--- config.mk ---
export PLATFORM = sky130hd
export DESIGN_NAME = vga_zone_painter_flat
export DESIGN_NICKNAME = d
export VERILOG_FILES = /design/src/rtl/vga_zone_painter_if.sv /design/src/rtl/vga_zone_painter.sv /design/src/flat_wrapper.sv
export SDC_FILE = /design/constraint.sdc
export NUM_CORES = 1
export LEC_CHECK = 0
export BUFFER_PORTS_ARGS = -buffer_cell sky130_fd_sc_hd__buf_4
export CORE_AREA = 2 2 156 120
export DETAILED_ROUTE_END_ITERATION = 12
export DIE_AREA = 0 0 158 122
export GPL_TIMING_DRIVEN = 0
export PLACE_DENSITY_LB_ADDON = 0.12
export SLEW_MARGIN = 20
export SYNTH_ARGS = -nofsm -noshare
export SYNTH_HDL_FRONTEND = slang
export SYNTH_SLANG_ARGS = --single-unit
--- constraint.sdc ---
create_clock -name clk -period 3.9 [get_ports clk]
set_input_delay 0.39 -clock clk [delete_from_list [all_inputs] [get_ports clk]]
set_output_delay 0.39 -clock clk [all_outputs]
set_load 0.01 [all_outputs]
--- src/rtl/vga_zone_painter_if.sv ---
// Write port of the 160x120 VGA adapter: one pixel (x, y, colour) per cycle when VGA_PLOT is high.
interface vga_zone_painter_if;
   logic [7:0] VGA_X;
   logic [6:0] VGA_Y;
   logic [2:0] VGA_COLOUR;
   logic       VGA_PLOT;

   modport master (output VGA_X, VGA_Y, VGA_COLOUR, VGA_PLOT);
   modport slave  (input  VGA_X, VGA_Y, VGA_COLOUR, VGA_PLOT);
endinterface

--- src/rtl/vga_zone_painter.sv ---
// Security status screen sequencer: clears the screen on every armed/alarm mode change,
// then repaints each zone box only when its required colour differs from what was drawn.
module vga_zone_painter #(
   parameter int NZONES = 32
) (
   input  logic               clk,
   input  logic               resetn,
   input  logic               armed,
   input  logic               alarm,
   input  logic [31:0]        trigger,
   vga_zone_painter_if.master vga,
   output logic               busy
);
   localparam int            IW       = (NZONES > 1) ? $clog2(NZONES) : 1;
   localparam logic [IW-1:0] LAST_IDX = IW'(NZONES - 1);

   typedef enum logic [1:0] {S_INIT, S_CLEAR, S_SCAN, S_DRAW} state_e;

   state_e                   state_q, state_d;
   logic [7:0]               x_q, x_d, ox_q, ox_d, bx0;
   logic [6:0]               y_q, y_d, oy_q, oy_d, by0;
   logic [8:0]               pix_q, pix_d;
   logic [IW-1:0]            idx_q, idx_d, next_idx;
   logic [4:0]               zone;
   logic                     armed_q, armed_d, alarm_q, alarm_d;
   logic                     plot_q, plot_d, busy_q, busy_d;
   logic                     mode_chg, enter_clear;
   logic [2:0]               bg_q, bg_d, col_q, col_d, ocol_q, ocol_d, req_col;
   logic [NZONES-1:0][2:0]   shadow_q, shadow_d;
   logic [NZONES-1:0]        valid_q, valid_d;

   // Zone geometry: 8 columns of 20 px, rows of 30 px; box inset (2,3), 16x24
   always_comb begin
      zone     = 5'(idx_q);
      bx0      = 8'(zone[2:0]) * 8'd20 + 8'd2;
      by0      = 7'(zone[4:3]) * 7'd30 + 7'd3;
      req_col  = !armed_q ? 3'b001 : (trigger[zone] ? 3'b110 : 3'b010);
      next_idx = (idx_q == LAST_IDX) ? '0 : idx_q + 1'b1;
      mode_chg = (armed != armed_q) | (alarm != alarm_q);
   end

   always_comb begin
      state_d     = state_q;
      x_d         = x_q;
      y_d         = y_q;
      pix_d       = pix_q;
      idx_d       = idx_q;
      armed_d     = armed_q;
      alarm_d     = alarm_q;
      bg_d        = bg_q;
      col_d       = col_q;
      shadow_d    = shadow_q;
      valid_d     = valid_q;
      ox_d        = ox_q;
      oy_d        = oy_q;
      ocol_d      = ocol_q;
      plot_d      = 1'b0;
      busy_d      = (state_q == S_CLEAR) || (state_q == S_DRAW);
      enter_clear = 1'b0;

      case (state_q)
         S_INIT: enter_clear = 1'b1;

         S_CLEAR: begin
            if (mode_chg) begin
               enter_clear = 1'b1;
            end else begin
               plot_d = 1'b1;
               ox_d   = x_q;
               oy_d   = y_q;
               ocol_d = bg_q;
               if (x_q == 8'd159) begin
                  x_d = 8'd0;
                  if (y_q == 7'd119) begin
                     y_d     = 7'd0;
                     valid_d = '0;
                     idx_d   = '0;
                     state_d = S_SCAN;
                  end else begin
                     y_d = y_q + 7'd1;
                  end
               end else begin
                  x_d = x_q + 8'd1;
               end
            end
         end

         S_SCAN: begin
            if (mode_chg) begin
               enter_clear = 1'b1;
            end else if (!valid_q[idx_q] || (shadow_q[idx_q] != req_col)) begin
               col_d   = req_col;
               x_d     = bx0;
               y_d     = by0;
               pix_d   = 9'd0;
               state_d = S_DRAW;
            end else begin
               idx_d = next_idx;
            end
         end

         S_DRAW: begin
            // An abort leaves the shadow untouched; the following clear invalidates it anyway
            if (mode_chg) begin
               enter_clear = 1'b1;
            end else begin
               plot_d = 1'b1;
               ox_d   = x_q;
               oy_d   = y_q;
               ocol_d = col_q;
               if (pix_q == 9'd383) begin
                  shadow_d[idx_q] = col_q;
                  valid_d[idx_q]  = 1'b1;
                  idx_d           = next_idx;
                  state_d         = S_SCAN;
               end else begin
                  pix_d = pix_q + 9'd1;
                  if (x_q == bx0 + 8'd15) begin
                     x_d = bx0;
                     y_d = y_q + 7'd1;
                  end else begin
                     x_d = x_q + 8'd1;
                  end
               end
            end
         end

         default: state_d = S_INIT;
      endcase

      // Every path into CLEAR snapshots the mode so the sweep colour stays consistent
      if (enter_clear) begin
         state_d = S_CLEAR;
         x_d     = 8'd0;
         y_d     = 7'd0;
         armed_d = armed;
         alarm_d = alarm;
         bg_d    = alarm ? 3'b100 : 3'b000;
      end
   end

   always_ff @(posedge clk or negedge resetn) begin
      if (!resetn) begin
         state_q  <= S_INIT;
         x_q      <= '0;
         y_q      <= '0;
         pix_q    <= '0;
         idx_q    <= '0;
         armed_q  <= 1'b0;
         alarm_q  <= 1'b0;
         bg_q     <= '0;
         col_q    <= '0;
         shadow_q <= '0;
         valid_q  <= '0;
         ox_q     <= '0;
         oy_q     <= '0;
         ocol_q   <= '0;
         plot_q   <= 1'b0;
         busy_q   <= 1'b0;
      end else begin
         state_q  <= state_d;
         x_q      <= x_d;
         y_q      <= y_d;
         pix_q    <= pix_d;
         idx_q    <= idx_d;
         armed_q  <= armed_d;
         alarm_q  <= alarm_d;
         bg_q     <= bg_d;
         col_q    <= col_d;
         shadow_q <= shadow_d;
         valid_q  <= valid_d;
         ox_q     <= ox_d;
         oy_q     <= oy_d;
         ocol_q   <= ocol_d;
         plot_q   <= plot_d;
         busy_q   <= busy_d;
      end
   end

   assign vga.VGA_X      = ox_q;
   assign vga.VGA_Y      = oy_q;
   assign vga.VGA_COLOUR = ocol_q;
   assign vga.VGA_PLOT   = plot_q;
   assign busy           = busy_q;
endmodule
--- src/flat_wrapper.sv ---
// flat-port wrapper written by rule: the top's interface ports become plain ports
module vga_zone_painter_flat 
#(
   parameter int NZONES = 32
)
  (clk, resetn, armed, alarm, trigger, busy, vga_VGA_X, vga_VGA_Y, vga_VGA_COLOUR, vga_VGA_PLOT);
  vga_zone_painter_if vga_i ();
  input  logic clk;
  input  logic resetn;
  input  logic armed;
  input  logic alarm;
  input  logic [31:0] trigger;
  output logic busy;
  output wire logic [$bits(vga_i.VGA_X)-1:0] vga_VGA_X;
  output wire logic [$bits(vga_i.VGA_Y)-1:0] vga_VGA_Y;
  output wire logic [$bits(vga_i.VGA_COLOUR)-1:0] vga_VGA_COLOUR;
  output wire logic [$bits(vga_i.VGA_PLOT)-1:0] vga_VGA_PLOT;
  assign vga_VGA_X = vga_i.VGA_X;
  assign vga_VGA_Y = vga_i.VGA_Y;
  assign vga_VGA_COLOUR = vga_i.VGA_COLOUR;
  assign vga_VGA_PLOT = vga_i.VGA_PLOT;
  vga_zone_painter #(.NZONES(NZONES)) u_core (.clk(clk), .resetn(resetn), .armed(armed), .alarm(alarm), .trigger(trigger), .vga(vga_i), .busy(busy));
endmodule
-- Word-level counts from Yosys, hierarchy flattened
Index checks and enable logic that the tools add are counted.
- bits in registers: 187
- input port bits: 36
- output and inout bits: 20
- logic and storage cells: 180
- add/subtract/negate cells: 7
- multipliers: 2
- order comparisons: 2
- equality and inequality tests: 29
- multiplexer cells: 69
- bitwise logic cells: 3
- reduce and logical (&&, ||, !) cells: 21
- operators with widths (cell ; number):
    32-bit two-way mux ; 5
    96-bit bitwise mux ; 1
    8-bit two-way mux ; 8
    32-bit case mux with 2 select lines ; 1
    7-bit two-way mux ; 9
    5-bit two-way mux ; 8
    9-bit two-way mux ; 4
    32-bit bitwise OR ; 1
    8-bit case mux with 3 select lines ; 1
    8-bit AND reduction ; 3
    3-bit two-way mux ; 7
    7-bit case mux with 3 select lines ; 1
    9-bit case mux with 2 select lines ; 1
    2-bit two-way mux ; 8
    2-bit inequality test, second input constant ; 8
    3-bit binary-select mux with 5-bit select ; 1
    3-bit demux with 5-bit select ; 1
    3-bit by 2-bit inequality test with 1-bit output, second input constant ; 5
    5-bit case mux with 3 select lines ; 1
    6-bit AND reduction ; 2
    1-bit binary-select mux with 5-bit select ; 2
    9-bit by 1-bit adder with 9-bit output, second input constant ; 1
    9-bit == test, second input constant ; 1
    3-bit inequality test, second input constant ; 3
    other kinds (39) ; 50

-- Longest topological paths before layout
Gate-level depths: netlist of the first run.
- depth after elaboration: 10
- mapped depth: 13
- gate-level depth less buffers: 11

-- Worst setup path after synthesis of the first run
OpenSTA, ideal clock, no wires.
- kind: register to register
- start: reg u_core.idx_q[0]
- end: reg u_core.y_q[0]
- setup time: 0.128 ns
- arrival: 2.926 ns
- required time: 3.772 ns
- path slack: 0.847 ns
- stages on the path, launching flop included: 11
- clock period less this slack: 3.053 ns
- cells stage by stage: dfrtp_1 > buf_6 > mux4_2 > a22o_1 > or3_4 > mux2i_4 > mux2i_4 > nor4b_2 > or2_1 > buf_2 > mux2_1
- word-level cells in the longest chain between the ends: 8
- elaborated cells between the ends (all ways): 18
- those cells by class: add/sub: 2; mul: 1; eq/ne: 4; mux: 8; reduce/logical: 3
- ends and longest elaborated chain (item ; RTL line ; source):
    start: declaration ; vga_zone_painter.sv:23 ; logic [IW-1:0] idx_q, idx_d, next_idx;
    start signal: assignment ; vga_zone_painter.sv:165 ; idx_q <= idx_d;
    branches (longest 7 deep; another with 8-bit by 2-bit adder with 8-bit output) ; - ;
    8-bit AND reduction (no source line) (*) ; - ;
    end signal: assignment ; vga_zone_painter.sv:163 ; y_q <= y_d;
    end: declaration ; vga_zone_painter.sv:21 ; logic [6:0] y_q, y_d, oy_q, oy_d, by0;
Mark *: on every way between the ends. The select of a mux whose other input is x is not followed.
A chain may end at the register's enable or synchronous reset.

-- Worst setup path in the final report of the first run
- start: reg u_core.idx_q[2]
- end: reg u_core.y_q[0]
Same word-level chain as after synthesis.

==> flow_metrics.env, run 1 <==
export IMPL_ys_ff_latch=184
export IMPL_setup_viol=0
export IMPL_antenna_found_initial=0
export IMPL_hold_viol=25
export IMPL_synth_adder_area_share_pct=2.49
export IMPL_startpoint_type="flip-flop"
export IMPL_synth_top_area_share_pct=48.1
export IMPL_synth_top_flop_cell="dfrtp_1"
export IMPL_drive_gt1_share_pct=27.7
export IMPL_clock_path_buffers=2
export IMPL_grt_ovfl_total=0
export IMPL_muxShareOfSynthArea_pct=22.0
export IMPL_wirelength_um=26000
export IMPL_synth_xor_area_share_pct=1.19
export IMPL_post_route_util_pct=61.4
export IMPL_dr_pass1_iters=5
export IMPL_fmax_mhz=272
export IMPL_synthesis_area_um2=9570
export IMPL_synth_edf_count=0
export IMPL_coreArea_um2=18000
export IMPL_cp_arrival_ps=4000
export IMPL_dieWidth_um=158
export IMPL_clk_pin_slew_ps=70
export IMPL_initial_core_util_pct=53.2
export IMPL_endpoint_kind="flip-flop"
export IMPL_detailroute_wirelength_met2_um=11600
export IMPL_synth_warnings=0
export IMPL_synth_compound_area_share_pct=8.80
export IMPL_violations="hold timing"
export IMPL_synthArstFlopShare_pct=100
export IMPL_cts_sinks=184
export IMPL_crit_required_ps=4230
export IMPL_finClkSkew_ps=11.7
export IMPL_maxSlewViolCount=0
export IMPL_viasPerCell=6.21
export IMPL_hp_class="input pin to asynchronous set/reset pin"
export IMPL_timing_final_crit_share_pct=94.1
export IMPL_worstMarginPinSlew_ps=748
export IMPL_synth_area_top_cells="dfrtp_1, mux2_2, mux4_2"
export IMPL_synth_commonest_cells="dfrtp_1, nand2_1, mux2_2"
export IMPL_final_cells=1184
export IMPL_nFillCells=1438
export IMPL_finalSetupTns_ps=0
export IMPL_synth_cells=849
export IMPL_syn2layout_area_growth_pct=15.4
export IMPL_cap_violations=0
export IMPL_yosysTopAreaCell="dfrtp_1"
export IMPL_grt_pass1_vias=7361
export IMPL_drc=0
export IMPL_relSlewSlack_pct=50.1
export IMPL_rows=43
export IMPL_diodes=0
export IMPL_cts_buffers=17
export IMPL_wl_met1_um=11900
export IMPL_p_per_area_nw_per_um2=369
export IMPL_final_nets=979
export IMPL_clock_latency_ps=440
export IMPL_syn_area_per_cell_um2=11.3
export IMPL_portBuffers=55
export IMPL_tritoncts="built"
export IMPL_vdd_drop_max_v=0.000264
export IMPL_vias=7348
export IMPL_multi_input_area_um2=4690
export IMPL_worst_path_max_fanout=10
export IMPL_fin_crit_ps=3670
export IMPL_power_total_mw=4.07
export IMPL_dp_cells=1152
export IMPL_dieArea_um2=19300
export IMPL_routedWlPerCell_um=22.0
export IMPL_synth_top_family_by_area="multiplexers"
export IMPL_synth_simple_gate_area_share_pct=14.1
export IMPL_worst_setup_path_type="flip-flop to flip-flop"
export IMPL_cts_root_buffer="clkbuf_16"
export IMPL_synth_cell_type_count=68
export IMPL_seq_area_um2=4610
export IMPL_grt_max_degree=96
export IMPL_htree_levels=4
export IMPL_hold_buffers=0
export IMPL_routed_top_layer="met4"
export IMPL_syn_nets=904
export IMPL_drt_initial_drc_count=788
export IMPL_ys_seq_area_share_pct=48.1
export IMPL_status="finished, violations left"
export IMPL_ios=56
export IMPL_gp_congestion=0.889
export IMPL_dpl_hpwl_um=18500
export IMPL_whs_ps=-44.6
export IMPL_rsz0062_at_grt="no"
export IMPL_grt_pass1_wl_um=41200
export IMPL_grt_total_usage_pct=28.6
export IMPL_yosys_cell_count_top_type="dfrtp_1"
export IMPL_dieHeight_um=122
export IMPL_p_leak_nw=5.31
export IMPL_ant_nets=0
export IMPL_wl_met3_um=1930
## kinds of logic (layout without fill, tap and decap cells)
kind of cell | count (synthesis) | count (layout)
adders and majority gates | 19 | 19
buffers and inverters | 71 | 159
AOI/OAI and AO/OA | 132 | 132
and+or+nand+nor | 277 | 277
DFF | 184 | 184
xor gates and xnor gates | 13 | 13
muxes | 153 | 153
## routing by layer
metal | vias up | track usage [%]
met3 | 53 | 7.58
met4 | 0 | 8.61
met2 | 307 | 42.6
li1 | 3216 | -
met5 | - | 0
met1 | 3772 | 41.2
## worst max-delay path, cell delays in order (launching register included)
cell and delay [ps]:
dfrtp_1 410, buf_2 400, buf_2 390, mux4_2 250, o22ai_1 70, o21ai_0 390, nand4_1 330, xor2_4 280
nor4b_4 360, or2_1 150, buf_2 190, mux2_1 330
## path summary, 6_finish.rpt
kind                                             to  cells past startpoint                startpoint  slack [ps]
min in group clk                     u_core.bg_q[2]                      2                     alarm         140
max in group asynchronous        u_core.valid_q[30]                      2                    resetn        3020
setup reg to reg                      u_core.y_q[0]                     11           u_core.idx_q[2]         230
hold / removal                  u_core.shadow_q[24]                      1                    resetn         -40
hold reg to reg            u_core.vga.VGA_COLOUR[1]                      2  u_core.vga.VGA_COLOUR[1]         470
setup / recovery                      u_core.y_q[0]                     11           u_core.idx_q[2]         230
## layout make-up
| cell class | count | area share, % |
|---|---|---|
| clock inverters | 12 | 1.90 |
| flip-flops and latches | 184 | 41.7 |
| inverters | 8 | 0.272 |
| plain buffers | 63 | 2.62 |
| repair buffers | 56 | 4.06 |
| well taps | 247 | 2.80 |
| clock buffers | 20 | 4.14 |
| multi-input cells | 594 | 42.5 |
## sequential cells by signal, indices dropped and copies added (netlist names)
signal / count
u_core.col_q: 3
u_core.idx_q: 5
u_core.valid_q: 32
u_core.vga.VGA_COLOUR: 3
u_core.y_q: 7
u_core.pix_q: 9
u_core.vga.VGA_PLOT: 1
u_core.vga.VGA_X: 8
u_core.state_q: 2
u_core.vga.VGA_Y: 7
u_core.armed_q: 1
u_core.busy: 1
u_core.shadow_q: 96
u_core.bg_q: 1
u_core.x_q: 8
## where the power goes
group / switching, mW / total, mW / internal (mW)
clock: 0.780 / 1.96 / 1.18
sequential: 0.0114 / 1.94 / 1.92
combinational: 0.107 / 0.174 / 0.0669
total: 0.898 / 4.07 / 3.17
## placed cells by master (no fill, tap or decap), types with 21 or more instances in the layout
cell / count
clkbuf_1: 40
a21oi_1: 53
nand3_1: 21
mux2_2: 101
mux4_2: 32
nand2_1: 102
nor2_1: 56
buf_4: 59
o31ai_1: 21
dfrtp_1: 183
## metrics by stage
| stage | instance area (µm²) | setup slack, ps |
|---|---|---|
| after floorplan | 9570 | 847 |
| after global placement | 10300 | 49.8 |
| after detailed placement | 10300 | -15.7 |
| after CTS | 11000 | 20.7 |
| after global routing | 11000 | 38.8 |
| final | 11000 | 229 |
## timing repair
item,in CTS,in global routing
gates resized for setup,1,6
setup endpoints to repair,5,19
setup buffers,0,0
pin swaps,0,1
Power figures use the tool's default switching activity.
==> run 2: changes to the inputs <==
- PLACE_DENSITY: unset -> 0.71
- PLACE_DENSITY_LB_ADDON: 0.12 -> unset
==> run 2 against run 1 <==
Compared with the run above: the flow now finishes without violations; critical path depth stayed put; via count is 3.3% lower; design area is 1.0% lower; maximum frequency is 4.4% lower; clock power is 13% lower; first-iteration DRC count is 8.1% lower; flip-flop and latch count stayed put; worst hold slack better by 180 ps; cell count hardly changed; critical endpoint unchanged; highest routed layer unchanged.
==> flow_metrics.env, run 2 (synthesized netlist as in run 1, its figures left out) <==
export IMPL_clock_path_buffers=2
export IMPL_dpl_hpwl_um=17500
export IMPL_r2r_end="u_core.y_q[0]"
export IMPL_gp_congestion=0.900
export IMPL_ff2ff_path_depth=11
export IMPL_initial_core_util_pct=53.2
export IMPL_endpoint_kind="flip-flop"
export IMPL_post_route_util_pct=60.8
export IMPL_drc=0
export IMPL_dieHeight_um=122
export IMPL_cts_root_buffer="clkbuf_16"
export IMPL_p_int_mw=2.89
export IMPL_worst_setup_path_type="flip-flop to flip-flop"
export IMPL_htree_levels=4
export IMPL_path_cells="buf_6 -> buf_6 -> buf_4 -> a2111oi_0 -> nor3_1 -> nor4_2 -> xor2_2 -> nor4b_2 -> or2_1 -> buf_2 -> mux2_1"
export IMPL_status="finished clean"
export IMPL_rows=43
export IMPL_vias=7109
export IMPL_crit_required_ps=4230
export IMPL_fin_crit_ps=3840
export IMPL_portBuffers=55
export IMPL_vdd_drop_max_v=0.000254
export IMPL_clock_latency_ps=440
export IMPL_switching_power_mw=0.930
export IMPL_syn2layout_area_growth_pct=14.2
export IMPL_grt_pass1_wl_um=39000
export IMPL_worstHoldStart="alarm"
export IMPL_dieWidth_um=158
export IMPL_largest_reg_flops=96
export IMPL_r2r_start="u_core.idx_q[0]"
export IMPL_hp_class="input pin to flip-flop"
export IMPL_viasPerCell=6.00
export IMPL_slowest_stage="a2111oi_0"
export IMPL_rrSetupSlack_ps=60
export IMPL_grt_total_usage_pct=27.1
export IMPL_timing_final_crit_share_pct=98.5
export IMPL_fmax_mhz=260
export IMPL_clk_pin_slew_ps=80
export IMPL_diodes=0
export IMPL_maxSlewViolCount=0
export IMPL_cp_num_buf_inv=4
export IMPL_dr_pass1_iters=5
export IMPL_final_nets=980
export IMPL_worst_path_most_repeated_cell="buf_6"
export IMPL_layout_common_cells="dfrtp_1, nand2_1, mux2_2"
export IMPL_setup_viol=0
export IMPL_whs_endpoint="u_core.bg_q[2]"
export IMPL_drive_gt1_share_pct=27.7
export IMPL_design_area_um2=10900
export IMPL_reg_top3="u_core.shadow_q (96), u_core.valid_q (32), u_core.pix_q (9)"
export IMPL_worstMarginPinSlew_ps=757
export IMPL_regMostFlops="u_core.shadow_q"
export IMPL_power_switching_share_pct=24.4
export IMPL_ant_nets=0
export IMPL_layout_commonest_cell="dfrtp_1"
export IMPL_relSlewSlack_pct=48.2
export IMPL_cp_arrival_ps=4170
export IMPL_cts_buffers=17
export IMPL_finalSetupTns_ps=0
export IMPL_placedInstanceArea_um2=10300
export IMPL_hold_viol=0
export IMPL_cap_violations=0
export IMPL_grt_ovfl_total=0
export IMPL_hold_depth=2
export IMPL_routedWlPerCell_um=20.8
export IMPL_dieArea_um2=19300
export IMPL_critPathMaxStageDelay_ps=620
export IMPL_finClkSkew_ps=11.5
export IMPL_p_per_area_nw_per_um2=350
export IMPL_clockPowerShare_pct=44.8
export IMPL_worst_path_max_fanout=10
export IMPL_pwr_share_seq_pct=50.6
export IMPL_p_leak_nw=5.25
export IMPL_startpoint_type="flip-flop"
export IMPL_combPwrFrac_pct=4.5
export IMPL_antenna_found_initial=0
export IMPL_drt_initial_drc_count=724
export IMPL_cts_sinks=184
export IMPL_coreArea_um2=18000
export IMPL_tritoncts="built"
export IMPL_grt_max_degree=98
export IMPL_wirelength_um=24600
export IMPL_ios=56
export IMPL_grt_pass1_vias=6853
export IMPL_crit_cells=11
export IMPL_critPathTopFamily="simple AND/OR/NAND/NOR gates"
==> run 2: through the flow <==
stage	worst slack, ps	total power, mW	instances	hold WS [ps]
after global placement	125	2.14	1151	455
final	59.2	3.82	1185	136
after CTS	48.5	3.84	1185	130
after floorplan	847	2.04	849	94.4
after global routing	-25.7	3.94	1185	153
after detailed placement	61.5	2.15	1152	449
==> run 2: per-layer routing <==
metal | GRT usage [%] | routed length, µm
met1 | 41.8 | 11700
met2 | 39.3 | 10700
met3 | 5.73 | 1900
met4 | 6.64 | 341
met5 | 0 | 0
==> run 2: area by class of cell <==
class	instances	area [µm²]
Fill cell	1542	7040
Multi-Input combinational cell	594	4660
Sequential cell	184	4610
Timing Repair Buffer	57	458
Clock buffer	18	429
Tap cell	247	309
Buffer	63	289
Clock inverter	14	143
Inverter	8	30.0
==> run 2: worst max-delay path by stage <==
| stage | startpoint | to | slack, ps |
|---|---|---|---|
| after floorplan | u_core.idx_q[0] | u_core.y_q[0] | 850 |
| after global placement | u_core.idx_q[0] | u_core.y_q[5] | 120 |
| after detailed placement | u_core.idx_q[0] | u_core.y_q[4] | 60 |
| after CTS | u_core.idx_q[0] | u_core.y_q[4] | 50 |
| after global routing | u_core.idx_q[0] | u_core.x_q[4] | -30 |
| final | u_core.idx_q[0] | u_core.y_q[0] | 60 |
==> run 2: power by group through the flow <==
stage                     combinational [mW]  sequential, mW  clock (mW)
final                                  0.173            1.93        1.71
after global routing                   0.195            1.94        1.81
after CTS                              0.176            1.93        1.73
after detailed placement               0.174            1.97           0
after global placement                 0.167            1.97           0
after floorplan                       0.0611            1.98           0
==> run 2: what timing repair did <==
action / CTS / global route
gates resized for setup: 0 / 4
endpoints found under the hold margin: 61 / 0
hold buffers: 1 / 0
endpoints found under the setup margin: 0 / 11
buffers inserted: 0 / 0
